[src/rtl/foc_pkg.sv]
// rtl/foc_pkg.sv - shared types, channel codes and code-to-current scaling for the FOC sample sequencer
package foc_pkg;

  typedef enum logic [2:0] {
    ST_CAL,
    ST_IDLE,
    ST_CONV,
    ST_CALC,
    ST_PRESENT
  } seq_state_t;

  localparam logic [1:0] CH_A = 2'd0;
  localparam logic [1:0] CH_B = 2'd1;
  localparam logic [1:0] CH_C = 2'd2;

  // Offset-binary code -> signed, offset-corrected, saturated, left-justified current.
  function automatic int adc_to_q(input int code, input int offset, input int adc_w, input int d_w);
    int half;
    int d;
    half = 1 << (adc_w - 1);
    d = code - half - offset;
    if (d > half - 1)
      d = half - 1;
    else if (d < -half)
      d = -half;
    return d <<< (d_w - adc_w);
  endfunction

endpackage

[src/rtl/foc_sample_sequencer_if.sv]
// rtl/foc_sample_sequencer_if.sv - ADC handshake and sample-set output bundle of the FOC sample sequencer
interface foc_sample_sequencer_if #(
  parameter int D_WIDTH   = 16,
  parameter int ADC_WIDTH = 12
);

  logic                        adc_req;
  logic [1:0]                  adc_ch;
  logic                        adc_ack;
  logic [ADC_WIDTH-1:0]        adc_data;
  logic [D_WIDTH-1:0]          angle_out;
  logic signed [D_WIDTH-1:0]   currA_out;
  logic signed [D_WIDTH-1:0]   currB_out;
  logic signed [D_WIDTH-1:0]   currC_out;
  logic                        valid_out;
  logic                        ready_in;

  modport master (
    output adc_req, adc_ch, angle_out, currA_out, currB_out, currC_out, valid_out,
    input  adc_ack, adc_data, ready_in
  );

  modport slave (
    input  adc_req, adc_ch, angle_out, currA_out, currB_out, currC_out, valid_out,
    output adc_ack, adc_data, ready_in
  );

endinterface

[src/rtl/offset_accumulator.sv]
// rtl/offset_accumulator.sv - per-channel calibration accumulators with round counter (used with OFFSET_CAL_EN)
module offset_accumulator
  import foc_pkg::*;
#(
  parameter int S_WIDTH  = 13,
  parameter int CAL_LOG2 = 4
) (
  input  logic                      clk,
  input  logic                      rstb,
  input  logic                      sample_valid,
  input  logic [1:0]                sample_ch,
  input  logic signed [S_WIDTH-1:0] sample,
  output logic signed [S_WIDTH-1:0] offset_a,
  output logic signed [S_WIDTH-1:0] offset_b,
  output logic signed [S_WIDTH-1:0] offset_c,
  output logic                      last_round,
  output logic                      done
);

  localparam int ACC_W = S_WIDTH + CAL_LOG2;

  logic signed [ACC_W-1:0] acc_a, acc_b, acc_c;
  logic [CAL_LOG2:0]       rounds;

  assign last_round = (rounds == (CAL_LOG2 + 1)'((1 << CAL_LOG2) - 1));

  always_ff @(posedge clk) begin
    if (!rstb) begin
      acc_a  <= '0;
      acc_b  <= '0;
      acc_c  <= '0;
      rounds <= '0;
      done   <= 1'b0;
    end else if (sample_valid && !done) begin
      case (sample_ch)
        CH_A:    acc_a <= acc_a + ACC_W'(sample);
        CH_B:    acc_b <= acc_b + ACC_W'(sample);
        default: acc_c <= acc_c + ACC_W'(sample);
      endcase
      // A round completes on the channel C sample.
      if (sample_ch == CH_C) begin
        rounds <= rounds + 1'b1;
        if (last_round)
          done <= 1'b1;
      end
    end
  end

  assign offset_a = S_WIDTH'(acc_a >>> CAL_LOG2);
  assign offset_b = S_WIDTH'(acc_b >>> CAL_LOG2);
  assign offset_c = S_WIDTH'(acc_c >>> CAL_LOG2);

endmodule

[src/rtl/foc_sample_sequencer.sv]
// rtl/foc_sample_sequencer.sv - FOC acquisition front end: angle latch, 3-phase ADC sequencing, offset correction
// Optional startup offset calibration is built when OFFSET_CAL_EN is defined.
module foc_sample_sequencer
  import foc_pkg::*;
#(
  parameter int D_WIDTH   = 16,
  parameter int ADC_WIDTH = 12,
  parameter int CAL_LOG2  = 4
) (
  input  logic                 clk,
  input  logic                 rstb,
  input  logic                 trigger,
  input  logic [D_WIDTH-1:0]   angle_in,
  foc_sample_sequencer_if.master bus,
  output logic                 overrun,
  output logic                 cal_done
);

`ifdef OFFSET_CAL_EN
  localparam seq_state_t RST_STATE = ST_CAL;
  localparam logic       CAL_RST   = 1'b0;
`else
  localparam seq_state_t RST_STATE = ST_IDLE;
  localparam logic       CAL_RST   = 1'b1;
  localparam int         unused_cal_log2 = CAL_LOG2;
`endif

  seq_state_t                state, state_n;
  logic                      req_q, req_n;
  logic [1:0]                ch_q, ch_n;
  logic [ADC_WIDTH-1:0]      code_a, code_b, code_c;
  logic [ADC_WIDTH-1:0]      code_a_n, code_b_n, code_c_n;
  logic [D_WIDTH-1:0]        angle_q, angle_n;
  logic signed [D_WIDTH-1:0] a_q, b_q, c_q, a_n, b_n, c_n;
  logic                      valid_q, valid_n;
  logic                      ovr_q, ovr_n;
  logic                      cal_q, cal_n;
  logic signed [ADC_WIDTH:0] off_a, off_b, off_c;
  logic                      capture;

  // Acks arriving with no request outstanding are ignored here.
  assign capture = req_q && bus.adc_ack;

`ifdef OFFSET_CAL_EN
  logic signed [ADC_WIDTH:0] adc_s;
  logic                      acc_last, acc_done;

  assign adc_s = $signed({1'b0, bus.adc_data}) - $signed({2'b01, {(ADC_WIDTH-1){1'b0}}});

  offset_accumulator #(
    .S_WIDTH  (ADC_WIDTH + 1),
    .CAL_LOG2 (CAL_LOG2)
  ) u_offset_acc (
    .clk          (clk),
    .rstb         (rstb),
    .sample_valid (state == ST_CAL && capture),
    .sample_ch    (ch_q),
    .sample       (adc_s),
    .offset_a     (off_a),
    .offset_b     (off_b),
    .offset_c     (off_c),
    .last_round   (acc_last),
    .done         (acc_done)
  );
`else
  assign off_a = '0;
  assign off_b = '0;
  assign off_c = '0;
`endif

  always_comb begin
    state_n  = state;
    req_n    = req_q;
    ch_n     = ch_q;
    code_a_n = code_a;
    code_b_n = code_b;
    code_c_n = code_c;
    angle_n  = angle_q;
    a_n      = a_q;
    b_n      = b_q;
    c_n      = c_q;
    valid_n  = valid_q;
    ovr_n    = ovr_q;
    cal_n    = cal_q;
    case (state)
`ifdef OFFSET_CAL_EN
      ST_CAL: begin
        if (acc_done) begin
          req_n   = 1'b0;
          ch_n    = CH_A;
          cal_n   = 1'b1;
          state_n = ST_IDLE;
        end else if (!req_q) begin
          req_n = 1'b1;
          ch_n  = CH_A;
        end else if (capture) begin
          if (ch_q == CH_C) begin
            ch_n  = CH_A;
            req_n = !acc_last;
          end else begin
            ch_n = ch_q + 2'd1;
          end
        end
      end
`endif
      ST_IDLE: begin
        if (trigger) begin
          angle_n = angle_in;
          ch_n    = CH_A;
          req_n   = 1'b1;
          state_n = ST_CONV;
        end
      end
      ST_CONV: begin
        if (trigger)
          ovr_n = 1'b1;
        if (capture) begin
          case (ch_q)
            CH_A:    code_a_n = bus.adc_data;
            CH_B:    code_b_n = bus.adc_data;
            default: code_c_n = bus.adc_data;
          endcase
          if (ch_q == CH_C) begin
            req_n   = 1'b0;
            state_n = ST_CALC;
          end else begin
            ch_n = ch_q + 2'd1;
          end
        end
      end
      ST_CALC: begin
        if (trigger)
          ovr_n = 1'b1;
        a_n     = D_WIDTH'(adc_to_q(int'(code_a), int'(off_a), ADC_WIDTH, D_WIDTH));
        b_n     = D_WIDTH'(adc_to_q(int'(code_b), int'(off_b), ADC_WIDTH, D_WIDTH));
        c_n     = D_WIDTH'(adc_to_q(int'(code_c), int'(off_c), ADC_WIDTH, D_WIDTH));
        valid_n = 1'b1;
        state_n = ST_PRESENT;
      end
      ST_PRESENT: begin
        // A trigger coinciding with the transfer still counts as overrun.
        if (trigger)
          ovr_n = 1'b1;
        if (bus.ready_in) begin
          valid_n = 1'b0;
          state_n = ST_IDLE;
        end
      end
      default: state_n = RST_STATE;
    endcase
  end

  always_ff @(posedge clk) begin
    if (!rstb) begin
      state   <= RST_STATE;
      req_q   <= 1'b0;
      ch_q    <= CH_A;
      code_a  <= '0;
      code_b  <= '0;
      code_c  <= '0;
      angle_q <= '0;
      a_q     <= '0;
      b_q     <= '0;
      c_q     <= '0;
      valid_q <= 1'b0;
      ovr_q   <= 1'b0;
      cal_q   <= CAL_RST;
    end else begin
      state   <= state_n;
      req_q   <= req_n;
      ch_q    <= ch_n;
      code_a  <= code_a_n;
      code_b  <= code_b_n;
      code_c  <= code_c_n;
      angle_q <= angle_n;
      a_q     <= a_n;
      b_q     <= b_n;
      c_q     <= c_n;
      valid_q <= valid_n;
      ovr_q   <= ovr_n;
      cal_q   <= cal_n;
    end
  end

  assign bus.adc_req   = req_q;
  assign bus.adc_ch    = ch_q;
  assign bus.angle_out = angle_q;
  assign bus.currA_out = a_q;
  assign bus.currB_out = b_q;
  assign bus.currC_out = c_q;
  assign bus.valid_out = valid_q;
  assign overrun       = ovr_q;
  assign cal_done      = cal_q;

endmodule

[src/flat_wrapper.sv]
// flat-port wrapper written by rule: the top's interface ports become plain ports
module foc_sample_sequencer_flat import foc_pkg::*;
#(
  parameter int D_WIDTH   = 16,
  parameter int ADC_WIDTH = 12,
  parameter int CAL_LOG2  = 4
)
  (clk, rstb, trigger, angle_in, overrun, cal_done, bus_adc_req, bus_adc_ch, bus_angle_out, bus_currA_out, bus_currB_out, bus_currC_out, bus_valid_out, bus_adc_ack, bus_adc_data, bus_ready_in);
  foc_sample_sequencer_if #(.D_WIDTH(D_WIDTH), .ADC_WIDTH(ADC_WIDTH)) bus_i ();
  input  logic clk;
  input  logic rstb;
  input  logic trigger;
  input  logic [D_WIDTH-1:0] angle_in;
  output logic overrun;
  output logic cal_done;
  output wire logic [$bits(bus_i.adc_req)-1:0] bus_adc_req;
  output wire logic [$bits(bus_i.adc_ch)-1:0] bus_adc_ch;
  output wire logic [$bits(bus_i.angle_out)-1:0] bus_angle_out;
  output wire logic [$bits(bus_i.currA_out)-1:0] bus_currA_out;
  output wire logic [$bits(bus_i.currB_out)-1:0] bus_currB_out;
  output wire logic [$bits(bus_i.currC_out)-1:0] bus_currC_out;
  output wire logic [$bits(bus_i.valid_out)-1:0] bus_valid_out;
  input wire logic [$bits(bus_i.adc_ack)-1:0] bus_adc_ack;
  input wire logic [$bits(bus_i.adc_data)-1:0] bus_adc_data;
  input wire logic [$bits(bus_i.ready_in)-1:0] bus_ready_in;
  assign bus_adc_req = bus_i.adc_req;
  assign bus_adc_ch = bus_i.adc_ch;
  assign bus_angle_out = bus_i.angle_out;
  assign bus_currA_out = bus_i.currA_out;
  assign bus_currB_out = bus_i.currB_out;
  assign bus_currC_out = bus_i.currC_out;
  assign bus_valid_out = bus_i.valid_out;
  assign bus_i.adc_ack = bus_adc_ack;
  assign bus_i.adc_data = bus_adc_data;
  assign bus_i.ready_in = bus_ready_in;
  foc_sample_sequencer #(.D_WIDTH(D_WIDTH), .ADC_WIDTH(ADC_WIDTH), .CAL_LOG2(CAL_LOG2)) u_core (.clk(clk), .rstb(rstb), .trigger(trigger), .angle_in(angle_in), .bus(bus_i), .overrun(overrun), .cal_done(cal_done));
endmodule
[config.mk]
export PLATFORM = sky130hd
export DESIGN_NAME = foc_sample_sequencer_flat
export DESIGN_NICKNAME = d
export VERILOG_FILES = /design/src/rtl/foc_pkg.sv /design/src/rtl/foc_sample_sequencer_if.sv /design/src/rtl/offset_accumulator.sv /design/src/rtl/foc_sample_sequencer.sv /design/src/flat_wrapper.sv
export SDC_FILE = /design/constraint.sdc
export NUM_CORES = 1
export LEC_CHECK = 0
export CORE_UTILIZATION = 47
export DETAILED_ROUTE_END_ITERATION = 10
export GPL_TIMING_DRIVEN = 0
export PLACE_DENSITY = 0.87
export SLEW_MARGIN = 30
export SYNTH_ARGS = -nofsm -noshare
export SYNTH_HDL_FRONTEND = slang
export SYNTH_HIERARCHICAL = 1
export SYNTH_SLANG_ARGS = --single-unit
[constraint.sdc]
create_clock -name clk -period 1.51 [get_ports clk]
set_input_delay 0.3775 -clock clk [delete_from_list [all_inputs] [get_ports clk]]
set_output_delay 0.3775 -clock clk [all_outputs]
set_load 0.05 [all_outputs]
## After elaboration in Yosys (flattened, before gate mapping)

Cells that the tools add are included.
Widths: inputs -> output; s select.

- Add/subtract/negate cells: 4
- Multiply operators: 0
- Div/mod/pow operators: 0
- $lt $le $gt $ge: 6
- Equal/unequal tests: 11
- Shifts and indexed selects: 0
- Multiplexer cells: 21
- Bitwise gates (word level): 1
- Reduce and logical (&&, ||, !) cells: 15

Operators with widths:

| operator | count |
|---|---|
| $mux 12 | 6 |
| $gt 13x12->1 const B | 3 |
| $lt 13x12->1 const B | 3 |
| $sub 12x12->13 const B | 3 |
| $mux 3 | 4 |
| $pmux 3 s4 | 1 |
| $reduce_and 4->1 | 3 |
| $reduce_and 3->1 | 3 |
| $eq 3x2->1 const B | 2 |
| $mux 2 | 3 |
| $ne 2x2->1 const B | 3 |
| $reduce_and 2->1 | 3 |
| $mux 1 | 4 |
| $ne 2x1->1 const B | 2 |
| $pmux 1 s2 | 2 |
| $pmux 2 s2 | 1 |
| $reduce_bool 2->1 | 2 |
| $eq 3x1->1 const B | 1 |
| $eq 3x3->1 const B | 1 |
| $reduce_or 3->1 | 1 |
| $add 2x1->2 const B | 1 |
| $eq 2x1->1 const B | 1 |
| $eq 2x2->1 const B | 1 |
| $logic_not 2->1 | 1 |
| 3 further kinds | 3 |

- Register bits after elaboration: 96
- Bits in latches: 0
- Memory bits (writable): 0
- Bits in read-only memories: 0
- Input bits: 33
- Output and inout bits: 70
- Logic and storage cells: 70
- Memories: 0

## Longest topological paths before layout

- Depth after elaboration: 4
- Mapped depth: 6
- Depth with buffers taken out: 5

## Least setup slack after synthesis

OpenSTA, ideal clock, no wires.

- Kind: register to register
- Start point: reg u_core.ch_q[0], in the netlist u_core/bus.adc_ch[0]
- End point: reg u_core.state[0]
- Setup time: 0.152 ns
- Arrival time: 1.567 ns
- Data required time: 1.358 ns
- Path slack: -0.209 ns
- Stages on the path, launching flop included: 6
- Buffers on the path: 0
- Period minus slack after synthesis: 1.719 ns
- Cells stage by stage: dfxtp_1 -> inv_1 -> ha_1 -> and3_1 -> o311ai_0 -> o311ai_0

- Cells in the longest elaborated chain, start to end: 3

Ends and longest elaborated chain:

| what | line | source |
|---|---|---|
| start, declared | foc_sample_sequencer.sv:30 | `logic [1:0] ch_q, ch_n;` |
| start signal, assigned | foc_sample_sequencer.sv:171 | `ch_q <= ch_n;` |
| $eq 2x2->1 | foc_sample_sequencer.sv:123 | `if (ch_q == CH_C) begin` |
| $ne 2x1->1 (no line) | -- |  |
| $reduce_and 4->1 (no line) | -- |  |
| end signal, assigned | foc_sample_sequencer.sv:169 | `state <= state_n;` |
| end, declared | foc_sample_sequencer.sv:28 | `seq_state_t state, state_n;` |

Every way passes these cells.
A chain may end at the register's enable or synchronous reset.

## Worst setup path in the final report

- Start point: reg u_core.state[2]
- End point: reg u_core.code_a[9]

- Cells in the longest elaborated chain, start to end: 2

Ends and longest elaborated chain:

| what | line | source |
|---|---|---|
| $eq 3x2->1 | foc_sample_sequencer.sv:85 | `case (state)` |
| $reduce_and 3->1 (no line) | -- |  |
| end signal, assigned | foc_sample_sequencer.sv:172 | `code_a <= code_a_n;` |
| end, declared | foc_sample_sequencer.sv:31 | `logic [ADC_WIDTH-1:0] code_a, code_b, code_c;` |

Every way passes these cells.

==> results by group <==
STA
  • Setup TNS: -0.0257 ns
  • Post-layout minimum cycle time: 1.54 ns
  • Slew margin rel.: 0.651
  • Max Slew Vio Count: 0
  • RSZ-0062 raised after global routing: yes
  • Fmax: 651 MHz
  • Endpoints failing hold: 0
  • Post-route setup slack: -0.0257 ns
  • Setup Skew: 0.00626 ns
  • Final period util: 1.02
  • Final setup viols: 1
  • WHS: 0.444 ns
  • Least-Margin Pin Slew: 0.523 ns

Final layout
  • Final Non-Filler Cells: 645
  • Commonest non-fill, non-tap cell in the layout: nand2_1
  • Layout cells sized above 1: 0.234
  • Commonest non-fill, non-tap cells in the layout: nand2_1 (146), dfxtp_1 (90), a21oi_1 (52), clkdlybuf4s15_2 (49), mux2i_1 (38)
  • NumNets Final: 578
  • N_diodes: 0
  • P&R area growth vs syn: 39.9%

Worst hold path
  • Worst hold path cell count: 1
  • Worst Hold Class: flip-flop to flip-flop

Worst setup path
  • Worst R2R Path Depth: 6
  • Bufs and invs on worst path: 3
  • CP Data Required Time: 1.79 ns
  • CP top delay family: simple AND/OR/NAND/NOR gates
  • Setup crit start kind: flip-flop
  • Crit-path max FO: 4
  • Slowest CP cell: dfxtp_2
  • Slowest stage delay, CP: 0.35 ns
  • Worst EP arrival: 1.82 ns
  • CP endpoint kind: flip-flop
  • Critical path cell sequence: nor4bb_4 > and3_1 > buf_6 > buf_12 > buf_4 > mux2i_1
  • Critical path depth in cells: 6
  • Crit path kind: flip-flop to flip-flop

Routing
  • DRC: 0
  • TritonRoute pass-1 iters: 5
  • Initial DRC count: 231
  • Total number of vias: 3266
  • ANT nets after route: 0
  • Routed WL: 9.47 mm
  • Vias per inst: 5.06
  • Routed wire per std cell: 14.7 um

Pwr
  • Max IR drop VDD: 624 uV
  • Net Switching: 0.00146 W
  • Int Power: 0.00369 W
  • Switching part of the total: 0.284
  • Combinational power share: 0.163
  • Clk network pwr share: 0.326
  • Pwr Density: 997 nW/um^2
  • Reg power frac: 0.511
  • Total power: 0.00515 W
  • Leak pwr: 1.98 nW

Die
  • Std-Cell Core Area: 7410 um^2
  • Die W: 90.7 um
  • Die ar.: 8220 um^2
  • FP Rows: 31
  • I/O pin count: 103
  • Initial Util: 0.499
  • Die Y: 90.7 um

Clocking
  • Inserted Clock Buffers: 9
  • Clk_lat worst skew: 0.36 ns
  • Clock-pin slew on the worst setup and hold paths: 0.09 ns
  • Cts-stage hold buffer count: 0
  • H-tree Lvls: 3
  • Clk sinks: 96
  • CTS tree: yes
  • Max Root-Sink Buffers: 2
  • Clock root cell: clkbuf_8

Synthesis
  • FF+latch count, synth: 96
  • Yosys warns: 6
  • Synthesized cell area: 3700 um^2
  • Sequential element share of the synthesized area: 0.520
  • Syn Inst Count: 422
  • Post-synth top area cell: dfxtp_1
  • Synth top area share: 0.520
  • Main area contributors after synthesis: dfxtp_1 (52%), nand2_1 (15%), mux2i_1 (10%)
  • Cell variety after synth: 27
  • Post-synthesis area per instance: 8.76 um^2

Global route
  • First-pass GRT wire length: 14.2 mm
  • Gr usage total: 0.219
  • Vias in the first global route: 2974
  • Initial antenna violation count: 0
  • GRT overflow: 0
  • Largest net degree at the start of global routing: 19

Status
  • Status: finished with violations
  • Failing checks: negative setup slack

Placement
  • Setup WS pre-CTS: -0.438 ns
  • Dpl cells: 620
  • Global placement routability congestion: 0.811
  • Port Buffers: 88
  • DP Wirelength: 6.28 mm

Run
  • Max-cap viol count: 0
[worst reg2reg max path, stage by stage, from the launching register on]
cell	delay (ns)
dfxtp_2	0.35
nor4bb_4	0.35
and3_1	0.22
buf_6	0.12
buf_12	0.10
buf_4	0.11
mux2i_1	0.22
[layer usage]
metal  global-route usage  wire length [um]  up-vias
met4                0.113               238        0
met2                0.359              4640      127
met3               0.0337               547       21
li1                     -                 -     1591
met1                0.278              4050     1527
met5                    0                 0        -
[cell type report]
cell class	count	area [um^2]
clock inverter	5	56.3
buffer	41	284
multi-input combinational	287	1540
inverter	6	22.5
clock buffer	10	138
timing repair buffer	101	1070
fill	520	2240
sequential	96	1930
tap	99	124
[logic make-up after synthesis]
group,after synthesis,synth area share
compound gates,60,0.0867
buf+inv,50,0.0799
fa+ha+maj,3,0.0102
simple gates,173,0.198
mux,38,0.103
flops,96,0.520
other cells,2,0.00203
[synthesized netlist by cell type, drive strengths merged]
| cell type | count |
|---|---|
| nand3b | 3 |
| nor3b | 2 |
| ha | 3 |
| nand3 | 5 |
| nor4bb | 2 |
| o311ai | 2 |
| a211oi | 5 |
| nand2 | 146 |
| o21ai | 1 |
| and3b | 1 |
| nand4bb | 1 |
| dfxtp | 96 |
| inv | 6 |
| buf | 30 |
| or4b | 1 |
| nor2 | 7 |
| nand2b | 1 |
| nor2b | 1 |
| clkbuf | 14 |
| a21oi | 52 |
| conb | 2 |
| mux2i | 38 |
| and3 | 3 |
[state kept, by name, indices dropped and copies added, names as in the netlist]
name and cells:
u_core/code_b 12, u_core/state 3, u_core/bus.angle_out 16, u_core/bus.adc_ch 2
u_core/overrun 1, u_core/bus.currA_out 12, u_core/bus.adc_req 1, u_core/bus.currC_out 12
u_core/code_c 12, u_core/bus.currB_out 12, u_core/bus.valid_out 1, u_core/code_a 12
[power by group through the flow]
stage	registers, W	clock network (W)	logic, W
3_3_place_gp	0.00268	0	0.000797
6_report	0.00263	0.00168	0.000842
3_5_place_dp	0.00268	0	0.000809
2_1_floorplan	0.00286	0	0.000364
4_1_cts	0.00263	0.00169	0.000804
5_1_grt	0.00264	0.00181	0.000891
[repair_timing]
action	CTS	global route
cloned	1	1
setup buffers	7	4
setup endpoints to repair	84	86
pin swaps	2	3
resized for setup	178	32
[through the flow]
step / util / area (um^2)
finish: 0.698 / 5170
global route: 0.698 / 5170
CTS: 0.689 / 5100
detailed placement: 0.641 / 4750
global placement: 0.641 / 4750
floorplan: - / 3740
[worst paths after layout]
kind	startpoint	end	slack (ns)
worst min-delay path	u_core/code_c[11]	u_core/bus.currC_out[15]	0.44
worst min register to register	u_core/code_c[11]	u_core/bus.currC_out[15]	0.44
worst max-delay path	u_core/state[2]	u_core/code_a[9]	-0.03
worst max register to register	u_core/state[2]	u_core/code_a[9]	-0.03
Power figures use the tool's default switching activity.
